### src/rtl/demux1x2_4b_reg_slot.sv
// One-entry output slot: holding register, EMPTY/FULL state and a delivered-word counter.
// Loads appear one cycle later; a full slot reloads on the same edge its word is taken.
module demux_slot #(
  parameter int WIDTH = 4,
  parameter int CNT_W = 8
) (
  input  logic             clk,
  input  logic             reset,
  input  logic             load,
  input  logic [WIDTH-1:0] load_data,
  input  logic             take,
  output logic [WIDTH-1:0] data,
  output logic             valid,
  output logic [CNT_W-1:0] cnt,
  output logic             can_load
);

  localparam logic EMPTY = 1'b0;
  localparam logic FULL  = 1'b1;

  logic state;
  logic out_xfer;
  logic in_xfer;

  assign valid    = (state == FULL);
  assign can_load = !valid || take;
  assign out_xfer = valid && take;
  assign in_xfer  = load && can_load;

  always_ff @(posedge clk) begin
    if (reset) begin
      state <= EMPTY;
      data  <= '0;
      cnt   <= '0;
    end else begin
      if (out_xfer)
        cnt <= cnt + 1'b1;
      // A reload in the same cycle as a take keeps the slot FULL.
      if (in_xfer) begin
        state <= FULL;
        data  <= load_data;
      end else if (out_xfer) begin
        state <= EMPTY;
      end
    end
  end

endmodule

### src/rtl/demux1x2_4b_reg.sv
// Registered 1:2 demux: select steers each input word into one of two independently
// back-pressured slots with one-cycle latency; in_ready reflects only the selected slot.
module demux1x2_4b_reg #(
  parameter int WIDTH = 4,
  parameter int CNT_W = 8
) (
  input  logic             clk,
  input  logic             reset,
  input  logic [WIDTH-1:0] in_data,
  input  logic             in_valid,
  output logic             in_ready,
  input  logic             select,
  output logic [WIDTH-1:0] out0_data,
  output logic             out0_valid,
  input  logic             out0_ready,
  output logic [WIDTH-1:0] out1_data,
  output logic             out1_valid,
  input  logic             out1_ready,
  output logic [CNT_W-1:0] cnt0,
  output logic [CNT_W-1:0] cnt1
);

  logic load0, load1;
  logic can_load0, can_load1;

  assign load0    = in_valid && !select;
  assign load1    = in_valid &&  select;
  assign in_ready = !reset && (select ? can_load1 : can_load0);

  demux_slot #(.WIDTH(WIDTH), .CNT_W(CNT_W)) u_slot0 (
    .clk       (clk),
    .reset     (reset),
    .load      (load0),
    .load_data (in_data),
    .take      (out0_ready),
    .data      (out0_data),
    .valid     (out0_valid),
    .cnt       (cnt0),
    .can_load  (can_load0)
  );

  demux_slot #(.WIDTH(WIDTH), .CNT_W(CNT_W)) u_slot1 (
    .clk       (clk),
    .reset     (reset),
    .load      (load1),
    .load_data (in_data),
    .take      (out1_ready),
    .data      (out1_data),
    .valid     (out1_valid),
    .cnt       (cnt1),
    .can_load  (can_load1)
  );

endmodule

### config.mk
export PLATFORM = sky130hd
export DESIGN_NAME = demux1x2_4b_reg
export DESIGN_NICKNAME = d
export VERILOG_FILES = /design/src/rtl/demux1x2_4b_reg_slot.sv /design/src/rtl/demux1x2_4b_reg.sv
export SDC_FILE = /design/constraint.sdc
export NUM_CORES = 1
export LEC_CHECK = 0
export CORE_UTILIZATION = 25
export CTS_CLUSTER_SIZE = 28
export DETAILED_ROUTE_END_ITERATION = 6
export PLACE_DENSITY_LB_ADDON = 0.25
export SYNTH_ARGS = -nofsm -noshare
export SYNTH_HDL_FRONTEND = slang
export SYNTH_SLANG_ARGS = --single-unit
### constraint.sdc
create_clock -name clk -period 2.8 [get_ports clk]
set_input_delay 0.56 -clock clk [delete_from_list [all_inputs] [get_ports clk]]
set_output_delay 0.56 -clock clk [all_outputs]
set_load 0.05 [all_outputs]
==> impl_metrics.yaml, run 1 <==
clocking:
  clk_path_buf_depth: 2
  cts_tree: "done"
  ctsHtreeMaxLevel: 1
  clock_latency_ns: 0.26
  clkSinkCount: 26
  cts.clk_slew.worst_paths_ns: 0.09
  cts_buffers: 3
  cts_resized: 0
  cts-root-buf: "clkbuf_8"
  ctsHoldBuffers: 0
  postCtsSetupBuffers: 0
timing:
  clock.fmax_mhz: 394.2
  hold_viol_final: 0
  finalCritPeriodShare_pct: 90.59
  skew_ns: 0.003021
  rsz0062_at_grt: "false"
  finalSetupTns_ns: 0
  slew_viol_final: 0
  setup_viol: 0
  worstMarginPinSlew_ns: 0.5013
  hold_ws_ns: 0.4825
  min_period_ns: 2.537
  max_slew_margin_pct: 66.47
critical_path:
  timing.rr.start: "u_slot0.cnt[0]"
  reg2reg_setup_slack_ns: 1.41
  required_ns: 2.24
  arrival_ns: 1.98
  timing.rr.end: "u_slot0.cnt[6]"
  cp-end-kind: "output pin"
  r2r.worst_path.cells: 4
  worstSetupPathType: "in2out"
  cp_max_fo: 6
  worstSetupStartpointType: "input port"
routing:
  drt-total-wl_um: 2616
  wl_per_cell_um: 12.11
  drcViolationCount: 0
  drtAntennaViolNets: 0
  vias_per_cell: 4.995
  vias: 1079
  drt_iter0_drc: 58
  drt_first_pass_iters: 4
placement:
  hpwl_um: 1989
  finalWeightedCongestion: 0.8770
  port_buffers: 36
global_route:
  grt_pass1_vias: 980
  overflow: 0
  grt_pass1_wl_um: 4146
  antenna_found_initial: 0
  grt_max_degree: 27
  grt_use_total_pct: 11.74
logic_synthesis:
  synthDistinctLibCells: 24
  syn_area_per_cell_sq_um: 8.592
  ys_seq_area_share_pct: 47.33
  yosys_warnings: 0
  synth.largest_area_cell: "dfxtp_1"
  syn_inst: 128
  syn_area_sq_um: 1100
  ys_ff_latch: 26
  synth_top_cell_area_share_pct: 47.33
  synth_area_leaders: "dfxtp_1 (47%), a21oi_1 (10%), o21ai_0 (6.4%)"
  synth_nets: 140
floorplan:
  core-area_sq_um: 4115
  die_h_um: 68.33
  io_pins: 37
  die_w_um: 68.33
  start_util_pct: 26.73
  die_area_sq_um: 4668
  rows: 23
run_status:
  status: "completed"
cells_and_area:
  layout_common_cells: "clkdlybuf4s50_1 (35), dfxtp_1 (26), a21oi_1 (22)"
  final_common_cell: "clkdlybuf4s50_1"
  syn_to_final_growth_pct: 43.80
  fillers: 417
  antenna_cells: 0
  drive_gt1_share_pct: 7.831
  nets: 180
job:
  cap_viol_max_count: 0
worst_hold_path:
  whs_endpoint: "u_slot0.cnt[7]"
  worstHoldPathCells: 2
  worstHoldStart: "u_slot0.cnt[7]"
  hold_path.class: "reg2reg"
power:
  ir_drop_v: 0.0001901
  power_density_nw_per_um2: 438.7
  leakage_nw: 0.5086
  p_total_mw: 0.6938
-- cells by family after synthesis --
family | count (synthesis) | share of synthesized area [%]
xor+xnor | 4 | 3.186
fa+ha+maj | 2 | 2.275
buf+inv | 7 | 2.389
flops | 26 | 47.33
compound gates | 41 | 19.80
simple gates | 48 | 25.03
-- worst max-delay path by stage --
| stage | startpoint | endpoint | slack, ns | depth (start not counted) |
|---|---|---|---|---|
| 6_report | out0_ready | in_ready | 0.26 | 5 |
| 5_1_grt | out0_ready | in_ready | 0.14 | 5 |
| 4_1_cts | out0_ready | in_ready | 0.26 | 5 |
| 3_5_place_dp | out0_ready | in_ready | 0.30 | 5 |
| 3_3_place_gp | out0_ready | in_ready | 0.28 | 5 |
| 2_1_floorplan | select | in_ready | 0.18 | 3 |
-- layout make-up --
| type | count | area, sq um | share of cell area (%) |
|---|---|---|---|
| tap | 50 | 62.56 | 3.956 |
| inverter | 3 | 11.26 | 0.7120 |
| timing repair buffer | 39 | 392.9 | 24.84 |
| sequential | 26 | 520.5 | 32.91 |
| clock buffer | 3 | 41.29 | 2.611 |
| multi-input combinational | 95 | 553.0 | 34.97 |
-- cells in the mapped netlist --
library cell   n
clkbuf_1       3
dfxtp_1       26
nand2_1        8
ha_1           2
nor2b_1        2
o21ai_0       14
inv_1          3
a21oi_1       22
or2b_2         1
nand3_1       12
nand4_1        5
or4_1          4
and2b_2        1
a211oi_1       1
nand4_2        1
o31ai_1        4
nand2b_1       2
nor2_1         5
xnor2_1        1
nand3_2        1
or3_1          4
xor2_1         3
buf_1          1
or3_2          2
-- flip-flops by register name, indices dropped and copies added, names as in the netlist --
register and flops:
u_slot0.cnt 8, u_slot1.cnt 8, u_slot0.data 4, u_slot1.data 4
u_slot0.valid 1, u_slot1.valid 1
-- layer usage --
metal	track usage, %	vias up	part of all wire [%]
met4	3.906	0	0.38
met1	13.91	494	46
met3	2.667	2	6.0
met2	20.59	36	47
li1	-	547	-
met5	0	-	0
-- worst max-delay path: stages --
cell	delay (ns)
clkdlybuf4s50_1	0.51
nand2b_1	0.24
nor2_1	0.07
a211oi_1	0.40
buf_12	0.19
-- power by group --
part	internal, mW	switching [mW]	total (mW)	leakage [nW]
sequential	0.378	0.00815	0.386	0.211
combinational	0.0401	0.0616	0.102	0.276
clock	0.0962	0.110	0.206	0.0216
-- stage by stage --
stage,util (%),cells,cell area (sq um),setup slack [ns]
2_1_floorplan,-,128,1100,0.1799
3_3_place_gp,37.43,213,1540,0.2817
3_5_place_dp,37.43,213,1540,0.2960
4_1_cts,38.43,216,1582,0.2571
5_1_grt,38.43,216,1582,0.1375
6_report,38.43,216,1582,0.2634
Note: power is estimated with default switching activity, not from simulation.
==> run 2, diff against run 1 <==
--- a/config.mk
+++ b/config.mk
@@ -9,6 +9,7 @@
 export CTS_CLUSTER_SIZE = 28
 export DETAILED_ROUTE_END_ITERATION = 6
 export PLACE_DENSITY_LB_ADDON = 0.25
+export SETUP_SLACK_MARGIN = 0.1
 export SYNTH_ARGS = -nofsm -noshare
 export SYNTH_HDL_FRONTEND = slang
 export SYNTH_SLANG_ARGS = --single-unit
==> results of run 2 <==
Same layout as run 1: the final DEF is identical, and so are final timing and power.
